==> config.mk <==
export PLATFORM = sky130hd
export DESIGN_NAME = imem_loader_flat
export DESIGN_NICKNAME = d
export VERILOG_FILES = /design/src/rtl/imem_loader_if.sv /design/src/rtl/imem_loader.sv /design/src/flat_wrapper.sv
export SDC_FILE = /design/constraint.sdc
export NUM_CORES = 1
export LEC_CHECK = 0
export ABC_AREA = 1
export CAP_MARGIN = 20
export CELL_PAD_IN_SITES_DETAIL_PLACEMENT = 1
export CELL_PAD_IN_SITES_GLOBAL_PLACEMENT = 1
export CORE_UTILIZATION = 40
export DETAILED_ROUTE_END_ITERATION = 12
export PLACE_DENSITY = 0.92
export SLEW_MARGIN = 20
export SYNTH_ARGS = -nofsm -noshare
export SYNTH_HDL_FRONTEND = slang
export SYNTH_SLANG_ARGS = --single-unit
==> constraint.sdc <==
create_clock -name clock -period 2.9 [get_ports clock]
set_clock_uncertainty 0.2 [all_clocks]
set_input_delay 0.58 -clock clock [delete_from_list [all_inputs] [get_ports clock]]
set_output_delay 0.58 -clock clock [all_outputs]
set_load 0.01 [all_outputs]
==> src/rtl/imem_loader_if.sv <==
// Bundle between the serial program loader and the board/instruction-memory side.
// The loader drives the write port and status; the peer drives the UART line and the switch.
interface imem_loader_if;
  logic        rx_serial;
  logic        load_enable;
  logic        imem_we;
  logic [31:0] imem_addr;
  logic [31:0] imem_wdata;
  logic        cpu_hold;
  logic        load_done;
  logic        load_error;
  logic [7:0]  words_loaded;

  modport master (
    input  rx_serial, load_enable,
    output imem_we, imem_addr, imem_wdata, cpu_hold, load_done, load_error, words_loaded
  );

  modport slave (
    output rx_serial, load_enable,
    input  imem_we, imem_addr, imem_wdata, cpu_hold, load_done, load_error, words_loaded
  );
endinterface

==> src/rtl/imem_loader.sv <==
// Serial program loader: UART 8N1 receiver feeding a frame FSM that writes big-endian
// words into instruction memory and holds the CPU in reset while loading.
//
// rx state | meaning
// RX_IDLE  | waiting for a falling edge on the synchronized line
// RX_START | half-bit wait, then confirm the start bit
// RX_DATA  | sampling 8 data bits, LSB first
// RX_STOP  | sampling the stop bit
//
// frame state | meaning
// F_IDLE      | bytes ignored, waiting for an armed load_enable
// F_COUNT     | expecting the word-count byte
// F_DATA      | assembling and writing words
// F_CHECK     | expecting the XOR checksum byte
module imem_loader #(
  parameter int CLKS_PER_BIT = 1085,
  parameter int MAX_WORDS    = 64
) (
  input logic           clock,
  input logic           reset,
  imem_loader_if.master bus
);

  localparam int CW = $clog2(CLKS_PER_BIT);
  localparam logic [CW-1:0] BIT_LAST  = CW'(CLKS_PER_BIT - 1);
  localparam logic [CW-1:0] HALF_LAST = CW'(CLKS_PER_BIT / 2 - 1);
  localparam logic [31:0]   MAX_W     = 32'(MAX_WORDS);

  typedef enum logic [1:0] {RX_IDLE, RX_START, RX_DATA, RX_STOP} rx_state_e;
  typedef enum logic [1:0] {F_IDLE, F_COUNT, F_DATA, F_CHECK} f_state_e;

  logic rx_meta_q, rx_sync_q, rx_prev_q;

  rx_state_e     rx_state_q, rx_state_d;
  logic [CW-1:0] rx_cnt_q, rx_cnt_d;
  logic [2:0]    rx_bit_q, rx_bit_d;
  logic [7:0]    rx_shift_q, rx_shift_d;
  logic          rx_valid, rx_ferr;
  logic [7:0]    rx_byte;

  f_state_e    f_state_q, f_state_d;
  logic        armed_q, armed_d;
  logic [7:0]  n_q, n_d;
  logic [7:0]  idx_q, idx_d;
  logic [1:0]  bcnt_q, bcnt_d;
  logic [23:0] word_q, word_d;
  logic [7:0]  xor_q, xor_d;
  logic        we_q, we_d;
  logic [31:0] addr_q, addr_d;
  logic [31:0] wdata_q, wdata_d;
  logic        done_q, done_d;
  logic        err_q, err_d;
  logic [7:0]  wl_q, wl_d;
  logic        hold_q, hold_d;

  // Line idles high, so the synchronizer resets high to avoid a false start edge.
  always_ff @(posedge clock) begin
    if (reset) begin
      rx_meta_q <= 1'b1;
      rx_sync_q <= 1'b1;
      rx_prev_q <= 1'b1;
    end else begin
      rx_meta_q <= bus.rx_serial;
      rx_sync_q <= rx_meta_q;
      rx_prev_q <= rx_sync_q;
    end
  end

  always_ff @(posedge clock) begin
    if (reset) begin
      rx_state_q <= RX_IDLE;
      rx_cnt_q   <= '0;
      rx_bit_q   <= '0;
      rx_shift_q <= '0;
    end else begin
      rx_state_q <= rx_state_d;
      rx_cnt_q   <= rx_cnt_d;
      rx_bit_q   <= rx_bit_d;
      rx_shift_q <= rx_shift_d;
    end
  end

  always_comb begin
    rx_state_d = rx_state_q;
    rx_cnt_d   = rx_cnt_q;
    rx_bit_d   = rx_bit_q;
    rx_shift_d = rx_shift_q;
    case (rx_state_q)
      RX_IDLE: begin
        if (rx_prev_q && !rx_sync_q) begin
          rx_state_d = RX_START;
          rx_cnt_d   = HALF_LAST;
        end
      end
      RX_START: begin
        if (rx_cnt_q == '0) begin
          if (rx_sync_q) begin
            rx_state_d = RX_IDLE;
          end else begin
            rx_state_d = RX_DATA;
            rx_cnt_d   = BIT_LAST;
            rx_bit_d   = '0;
          end
        end else begin
          rx_cnt_d = rx_cnt_q - 1'b1;
        end
      end
      RX_DATA: begin
        if (rx_cnt_q == '0) begin
          rx_shift_d = {rx_sync_q, rx_shift_q[7:1]};
          rx_cnt_d   = BIT_LAST;
          rx_bit_d   = rx_bit_q + 3'd1;
          if (rx_bit_q == 3'd7) rx_state_d = RX_STOP;
        end else begin
          rx_cnt_d = rx_cnt_q - 1'b1;
        end
      end
      RX_STOP: begin
        if (rx_cnt_q == '0) rx_state_d = RX_IDLE;
        else                rx_cnt_d   = rx_cnt_q - 1'b1;
      end
      default: rx_state_d = RX_IDLE;
    endcase
  end

  always_comb begin
    rx_valid = (rx_state_q == RX_STOP) && (rx_cnt_q == '0) && rx_sync_q;
    rx_ferr  = (rx_state_q == RX_STOP) && (rx_cnt_q == '0) && !rx_sync_q;
    rx_byte  = rx_shift_q;
  end

  // armed_q resets high so a switch already on at power-up starts a load.
  always_ff @(posedge clock) begin
    if (reset) begin
      f_state_q <= F_IDLE;
      armed_q   <= 1'b1;
      n_q       <= '0;
      idx_q     <= '0;
      bcnt_q    <= '0;
      word_q    <= '0;
      xor_q     <= '0;
      we_q      <= 1'b0;
      addr_q    <= '0;
      wdata_q   <= '0;
      done_q    <= 1'b0;
      err_q     <= 1'b0;
      wl_q      <= '0;
      hold_q    <= 1'b0;
    end else begin
      f_state_q <= f_state_d;
      armed_q   <= armed_d;
      n_q       <= n_d;
      idx_q     <= idx_d;
      bcnt_q    <= bcnt_d;
      word_q    <= word_d;
      xor_q     <= xor_d;
      we_q      <= we_d;
      addr_q    <= addr_d;
      wdata_q   <= wdata_d;
      done_q    <= done_d;
      err_q     <= err_d;
      wl_q      <= wl_d;
      hold_q    <= hold_d;
    end
  end

  always_comb begin
    f_state_d = f_state_q;
    armed_d   = armed_q;
    n_d       = n_q;
    idx_d     = idx_q;
    bcnt_d    = bcnt_q;
    word_d    = word_q;
    xor_d     = xor_q;
    we_d      = 1'b0;
    addr_d    = addr_q;
    wdata_d   = wdata_q;
    done_d    = 1'b0;
    err_d     = err_q;
    wl_d      = wl_q;
    if (f_state_q == F_IDLE) begin
      if (!bus.load_enable) begin
        armed_d = 1'b1;
      end else if (armed_q) begin
        f_state_d = F_COUNT;
        armed_d   = 1'b0;
      end
    end else if (!bus.load_enable || rx_ferr) begin
      f_state_d = F_IDLE;
      err_d     = 1'b1;
    end else if (rx_valid) begin
      case (f_state_q)
        F_COUNT: begin
          err_d  = 1'b0;
          idx_d  = '0;
          bcnt_d = '0;
          xor_d  = rx_byte;
          n_d    = rx_byte;
          if (rx_byte == 8'd0 || {24'd0, rx_byte} > MAX_W) begin
            err_d     = 1'b1;
            f_state_d = F_IDLE;
          end else begin
            f_state_d = F_DATA;
          end
        end
        F_DATA: begin
          word_d = {word_q[15:0], rx_byte};
          xor_d  = xor_q ^ rx_byte;
          bcnt_d = bcnt_q + 2'd1;
          if (bcnt_q == 2'd3) begin
            we_d    = 1'b1;
            addr_d  = {22'd0, idx_q, 2'b00};
            wdata_d = {word_q, rx_byte};
            idx_d   = idx_q + 8'd1;
            if (idx_q + 8'd1 == n_q) f_state_d = F_CHECK;
          end
        end
        F_CHECK: begin
          if (rx_byte == xor_q) begin
            done_d = 1'b1;
            wl_d   = n_q;
          end else begin
            err_d = 1'b1;
          end
          f_state_d = F_IDLE;
        end
        default: f_state_d = F_IDLE;
      endcase
    end
    // done_d keeps the hold up through the load_done cycle.
    hold_d = bus.load_enable || (f_state_d != F_IDLE) || done_d;
  end

  always_comb begin
    bus.imem_we      = we_q;
    bus.imem_addr    = addr_q;
    bus.imem_wdata   = wdata_q;
    bus.cpu_hold     = hold_q;
    bus.load_done    = done_q;
    bus.load_error   = err_q;
    bus.words_loaded = wl_q;
  end

endmodule

==> src/flat_wrapper.sv <==
// flat-port wrapper written by rule: the top's interface ports become plain ports
module imem_loader_flat 
#(
  parameter int CLKS_PER_BIT = 1085,
  parameter int MAX_WORDS    = 64
)
  (clock, reset, bus_rx_serial, bus_load_enable, bus_imem_we, bus_imem_addr, bus_imem_wdata, bus_cpu_hold, bus_load_done, bus_load_error, bus_words_loaded);
  imem_loader_if bus_i ();
  input logic clock;
  input logic reset;
  input wire logic [$bits(bus_i.rx_serial)-1:0] bus_rx_serial;
  input wire logic [$bits(bus_i.load_enable)-1:0] bus_load_enable;
  output wire logic [$bits(bus_i.imem_we)-1:0] bus_imem_we;
  output wire logic [$bits(bus_i.imem_addr)-1:0] bus_imem_addr;
  output wire logic [$bits(bus_i.imem_wdata)-1:0] bus_imem_wdata;
  output wire logic [$bits(bus_i.cpu_hold)-1:0] bus_cpu_hold;
  output wire logic [$bits(bus_i.load_done)-1:0] bus_load_done;
  output wire logic [$bits(bus_i.load_error)-1:0] bus_load_error;
  output wire logic [$bits(bus_i.words_loaded)-1:0] bus_words_loaded;
  assign bus_i.rx_serial = bus_rx_serial;
  assign bus_i.load_enable = bus_load_enable;
  assign bus_imem_we = bus_i.imem_we;
  assign bus_imem_addr = bus_i.imem_addr;
  assign bus_imem_wdata = bus_i.imem_wdata;
  assign bus_cpu_hold = bus_i.cpu_hold;
  assign bus_load_done = bus_i.load_done;
  assign bus_load_error = bus_i.load_error;
  assign bus_words_loaded = bus_i.words_loaded;
  imem_loader #(.CLKS_PER_BIT(CLKS_PER_BIT), .MAX_WORDS(MAX_WORDS)) u_core (.clock(clock), .reset(reset), .bus(bus_i));
endmodule
# Word level (Yosys, flattened, before mapping)
# Cells that the tools add are included.
[word_totals]
register_bits = 132
out_inout_bits = 76
wordCells = 124
[classes]
bitwise_logic = 5
n_lt_le_gt_ge = 1
reduce_logical = 31
eq_ne = 20
addsub = 4
mux = 42
[ops]
columns = ["operator", "n"]
rows = [
  ["11-bit two-way mux", 5],
  ["11-bit case mux with 4 select lines", 1],
  ["8-bit case mux with 2 select lines", 2],
  ["2-bit two-way mux", 14],
  ["4-bit AND reduction", 5],
  ["5-bit AND reduction", 4],
  ["8-bit == test", 2],
  ["2-bit by 1-bit != test with 1-bit output, second input constant", 6],
  ["11-bit zero test", 1],
  ["1-bit two-way mux", 11],
  ["11-bit by 1-bit subtractor with 11-bit output, second input constant", 1],
  ["2-bit == test, second input constant", 5],
  ["3-bit two-way mux", 3],
  ["8-bit by 1-bit adder with 8-bit output, second input constant", 1],
  ["8-bit by 7-bit > comparator with 1-bit output, second input constant", 1],
  ["8-bit zero test", 1],
  ["8-bit two-way mux", 1],
  ["2-bit case mux with 2 select lines", 2],
  ["2-bit case mux with 4 select lines", 1],
  ["2-bit nonzero test", 4],
  ["8-bit bitwise XOR", 1],
  ["3-bit case mux with 2 select lines", 1],
  ["5-bit OR reduction", 1],
  ["2-bit by 1-bit == test with 1-bit output, second input constant", 2],
  ["15 further kinds", 27],
]

# Longest topological paths before layout
[logic_depth]
word_depth = 11
depth_mapped = 15
depth_no_buf = 15

# Worst setup path before layout
# OpenSTA, ideal clock, no wires.
[synth_path]
kind = "register to register"
startpoint = "reg u_core.rx_cnt_q[0]"
endpoint = "reg u_core.idx_q[2]"
path_buffers = 1
setup_slack_ns = 0.845
setup_time_ns = 0.128
t_arrival_ns = 1.727
stages_incl_launch_ff = 13
required_ns = 2.572
cell_sequence = "dfxtp_1 inv_1 ha_1 nand2_2 nor2_4 nand4_4 nor2_1 inv_1 nor2_2 nand2_2 buf_2 o21ai_0 nor2_1"
[synth_via]
elab_chain_cells = 6
[synth_rtl]
columns = ["item", "line_no", "source"]
rows = [
  ["start: declaration", "imem_loader.sv:35", "logic [CW-1:0] rx_cnt_q, rx_cnt_d;"],
  ["start signal: assignment", "imem_loader.sv:77", "rx_cnt_q <= rx_cnt_d;"],
  ["11-bit zero test *", "imem_loader.sv:127, imem_loader.sv:128", ""],
  ["1-bit logical AND *", "imem_loader.sv:127, imem_loader.sv:128", ""],
  ["1-bit logical AND", "imem_loader.sv:128", "rx_ferr = (rx_state_q == RX_STOP) && (rx_cnt_q == '0) && !rx_sync_q;"],
  ["1-bit logical OR", "imem_loader.sv:188", "end else if (!bus.load_enable || rx_ferr) begin"],
  ["1-bit inverter (no line)", "-", ""],
  ["5-bit AND reduction (no line) *", "-", ""],
  ["end signal: assignment", "imem_loader.sv:153", "idx_q <= idx_d;"],
  ["end: declaration", "imem_loader.sv:44", "logic [7:0] idx_q, idx_d;"],
]
# Every way passes the cells marked *; elsewhere a longest branch is shown, timed or not.
# A chain may end at the register's enable or synchronous reset.

# Final worst setup path
[layout_path]
startpoint = "reg u_core.rx_cnt_q[0]"
endpoint = "reg u_core.idx_q[0]"
# Same word-level chain as after synthesis.

==> impl_metrics.xml <==
<?xml version="1.0" encoding="UTF-8"?>
<metrics>
  <group name="status">
    <metric name="run_status" unit="">finished clean</metric>
  </group>
  <group name="clocking">
    <metric name="clock_sinks" unit="">132</metric>
    <metric name="worst_skew_pair.late_latency" unit="ns">0.43</metric>
    <metric name="htree_num_levels" unit="">4</metric>
    <metric name="postCtsSetupBuffers" unit="">0</metric>
    <metric name="cts_root_buffer" unit="">clkbuf_16</metric>
    <metric name="clk_path_buf_depth" unit="">2</metric>
    <metric name="tritoncts.num_buffers" unit="">17</metric>
    <metric name="clkTransAtPathRegs" unit="ns">0.06</metric>
    <metric name="tritoncts_clock_tree" unit="">yes</metric>
  </group>
  <group name="floorplan">
    <metric name="core.rowCount" unit="">43</metric>
    <metric name="ioPinCount" unit="">80</metric>
    <metric name="total_core_area" unit="sq um">14040</metric>
    <metric name="initial_utilization" unit="%">41.63</metric>
    <metric name="die-area" unit="sq um">15100</metric>
    <metric name="die_width" unit="um">122.9</metric>
    <metric name="height_of_the_die" unit="um">122.9</metric>
  </group>
  <group name="sta">
    <metric name="slew-limit-headroom" unit="%">61.47</metric>
    <metric name="final_period_minus_worst_setup_slack" unit="ns">2.685</metric>
    <metric name="fin_tns_setup" unit="ns">0</metric>
    <metric name="period_share" unit="%">92.57</metric>
    <metric name="setup_violations" unit="">0</metric>
    <metric name="final-hold-violation-count" unit="">0</metric>
    <metric name="timing.fmax" unit="MHz">372.5</metric>
    <metric name="setup_repair_after_global_routing_missed_its_margin" unit="">false</metric>
    <metric name="tightestPinTransition" unit="ns">0.5758</metric>
    <metric name="report.final.slew_viol_count" unit="">0</metric>
  </group>
  <group name="logic_synthesis">
    <metric name="synth.largest_area_cell" unit="">dfxtp_1</metric>
    <metric name="syn-cell-area" unit="sq um">5846</metric>
    <metric name="synth-async-reset-ratio" unit="%">0</metric>
    <metric name="ys_warn_count" unit="">0</metric>
    <metric name="synth_top_area_share" unit="%">45.21</metric>
    <metric name="synth_edf_count" unit="">0</metric>
    <metric name="yosys-top-cells-count" unit="">152 x nand2_1, 132 x dfxtp_1, 127 x nor2_1</metric>
    <metric name="synth_most_common_cell" unit="">nand2_1</metric>
    <metric name="synth_cell_types" unit="">37</metric>
    <metric name="synth-seq-cells" unit="">132</metric>
    <metric name="synth_area_per_cell" unit="sq um">7.381</metric>
    <metric name="netlist_top_cells_area" unit="">dfxtp_1 45%, nand2_1 9.8%, o21ai_0 8.3%, nor2_1 8.2%, a21oi_1 4.6%</metric>
    <metric name="yosysSeqAreaShare" unit="%">45.21</metric>
    <metric name="synthesis.instances" unit="">792</metric>
    <metric name="main_flop_type_after_synthesis" unit="">dfxtp_1</metric>
  </group>
  <group name="pwr">
    <metric name="ir_worst_vdd" unit="mV">0.4020</metric>
    <metric name="power.static_leakage" unit="uW">0.003123</metric>
    <metric name="seqPwrFrac" unit="%">40.3</metric>
    <metric name="power_report.internal_total" unit="uW">3487</metric>
    <metric name="power_frac_comb" unit="%">10.0</metric>
    <metric name="switching_share" unit="%">25.75</metric>
    <metric name="clockPowerShare" unit="%">49.7</metric>
    <metric name="power_per_cell_area" unit="nW/um^2">657.6</metric>
    <metric name="net_switching_power" unit="uW">1209</metric>
  </group>
  <group name="worst_setup_path">
    <metric name="timing_worst_setup_path_type" unit="">flop to flop</metric>
    <metric name="crit_path_max_incr_delay" unit="ns">0.31</metric>
    <metric name="cpLargestDelayFamily" unit="">simple AND/OR/NAND/NOR gates</metric>
    <metric name="critical_path_capture_point_type" unit="">flop</metric>
    <metric name="cp_max_fanout" unit="">15</metric>
    <metric name="cp_buf_inv_count" unit="">2</metric>
    <metric name="worst_ep_arrival_time" unit="ns">2.79</metric>
    <metric name="worstSetupStartpointType" unit="">flop</metric>
    <metric name="slowest_stage" unit="">dfxtp_1</metric>
    <metric name="crit_path_cell_trace" unit="">inv_1, ha_1, nand2_2, nor2_4, nand4_4, nor2_1, inv_1, nor2_2, nand2_2, o21ai_0, a21oi_1</metric>
    <metric name="critPathRequiredTime" unit="ns">3.00</metric>
  </group>
  <group name="run">
    <metric name="maxCapViolCount" unit="">0</metric>
  </group>
  <group name="worst_hold_path">
    <metric name="min-delay-path-class" unit="">flop to flop</metric>
  </group>
  <group name="drt">
    <metric name="dr_vias_cell" unit="">5.328</metric>
    <metric name="drt_drc_violations_left" unit="">0</metric>
    <metric name="drt_first_iter_violations" unit="">472</metric>
    <metric name="wirelength" unit="um">17800</metric>
    <metric name="detail-route-antenna-nets" unit="">0</metric>
    <metric name="routed-via-count" unit="">5546</metric>
    <metric name="avgRoutedWirePerCell" unit="um">17.09</metric>
    <metric name="detailedRoute.firstPassIterationCount" unit="">5</metric>
  </group>
  <group name="place">
    <metric name="gp_routability_congestion" unit="">0.8179</metric>
    <metric name="post-dp-hpwl" unit="um">11050</metric>
    <metric name="io_buffer_count" unit="">55</metric>
  </group>
  <group name="cells_and_area">
    <metric name="syn_to_final_growth" unit="%">22.15</metric>
    <metric name="final_layout_size_suffix_gt1_share" unit="%">7.666</metric>
    <metric name="final.fill_count" unit="">1742</metric>
    <metric name="layout.nets" unit="">867</metric>
    <metric name="diodes" unit="">0</metric>
    <metric name="utilization" unit="%">50.85</metric>
  </group>
  <group name="global_route">
    <metric name="grt-ovfl-total" unit="">0</metric>
    <metric name="grt_pass1_wl" unit="um">28550</metric>
    <metric name="grt_pass1_vias" unit="">5719</metric>
    <metric name="grt_max_degree" unit="">41</metric>
    <metric name="grt_antenna_before_repair" unit="">0</metric>
    <metric name="global_route.usage.total" unit="%">24.78</metric>
  </group>
</metrics>
-- power groups by stage --
stage                     sequential [uW]  clock, uW  combinational [uW]
final                                1890       2330                 469
after CTS                            1890       2360                 466
after global routing                 1900       2440                 518
after global placement               1930          0                 422
after detailed placement             1930          0                 440
after floorplan                      1920          0                 364
-- metrics by stage --
step	area [sq um]	instances	hold WS, ns	setup slack, ns	power, uW
3_5_place_dp	6502	1009	0.2249	0.2833	2370
4_1_cts	7138	1041	0.2377	0.2044	4714
5_1_grt	7141	1041	0.2589	0.02395	4850
3_3_place_gp	6502	1009	0.1927	0.3907	2350
6_report	7141	1041	0.2362	0.2154	4696
2_1_floorplan	5932	815	0.1895	0.8455	2285
-- cells in the final DEF (no fill, tap or decap), types with 3 or more instances in the layout --
master and instances:
nand2_1 152, dfxtp_1 132, nor2_1 127, o21ai_0 97
clkdlybuf4s50_1 55, a21oi_1 54, inv_1 51, nand3_1 51
conb_1 24, clkbuf_16 17, ha_1 15, buf_4 12
xor2_1 11, inv_2 5, nand4_1 4, xnor2_1 4
nor3_1 4, o21ai_1 4, bufinv_16 4, or2_2 3
clkinv_4 3
-- cell families after synthesis --
group,count (synthesis),synth area share (%)
flip-flops,132,45.21
XOR/XNOR,15,2.247
adder cells (fa/ha/maj),15,3.211
AND/OR/NAND/NOR,357,26.16
other,1,0.06415
AO/OA/AOI/OAI,160,13.96
buffers and inverters,112,9.161
-- worst paths after layout --
| check | depth (start not counted) | to | from | slack (ns) |
|---|---|---|---|---|
| hold / removal | 1 | u_core.rx_sync_q | u_core.rx_meta_q | 0.24 |
| setup reg to reg | 11 | u_core.idx_q[0] | u_core.rx_cnt_q[0] | 0.22 |
| hold reg to reg | 1 | u_core.rx_sync_q | u_core.rx_meta_q | 0.24 |
| setup / recovery | 11 | u_core.idx_q[0] | u_core.rx_cnt_q[0] | 0.22 |
-- flip-flops by register name, summed over array words and instances, names as in the netlist, 2 cells and up, named ones only --
register / flops
u_core.bus.imem_wdata: 32
u_core.word_q: 24
u_core.rx_cnt_q: 11
u_core.bus.imem_addr: 8
u_core.bus.words_loaded: 8
u_core.idx_q: 8
u_core.n_q: 8
u_core.rx_byte: 8
u_core.xor_q: 8
u_core.rx_bit_q: 3
u_core.bcnt_q: 2
u_core.f_state_q: 2
-- area by class of cell --
type	instances	area, sq um	area share [%]
clock buffer	21	460.4	6.448
clock inverter	11	175.2	2.453
tap	180	225.2	3.154
sequential	132	2643	37.01
multi-input combinational	571	2754	38.57
inverter	58	222.7	3.119
timing repair buffer	68	660.6	9.252
-- metal layers --
| layer | global-route usage [%] | wire length [um] | part of all wire, % |
|---|---|---|---|
| met5 | 0 | 0 | 0 |
| met4 | 12.58 | 540 | 3.0 |
| met3 | 5.351 | 706 | 4.0 |
| met2 | 41.96 | 8888 | 50 |
| met1 | 29.51 | 7660 | 43 |
-- repair_timing --
action,in CTS,in global routing
hold buffers,0,0
resized for setup,0,2
endpoints found under the setup margin,0,1
Power figures use the tool's default switching activity.
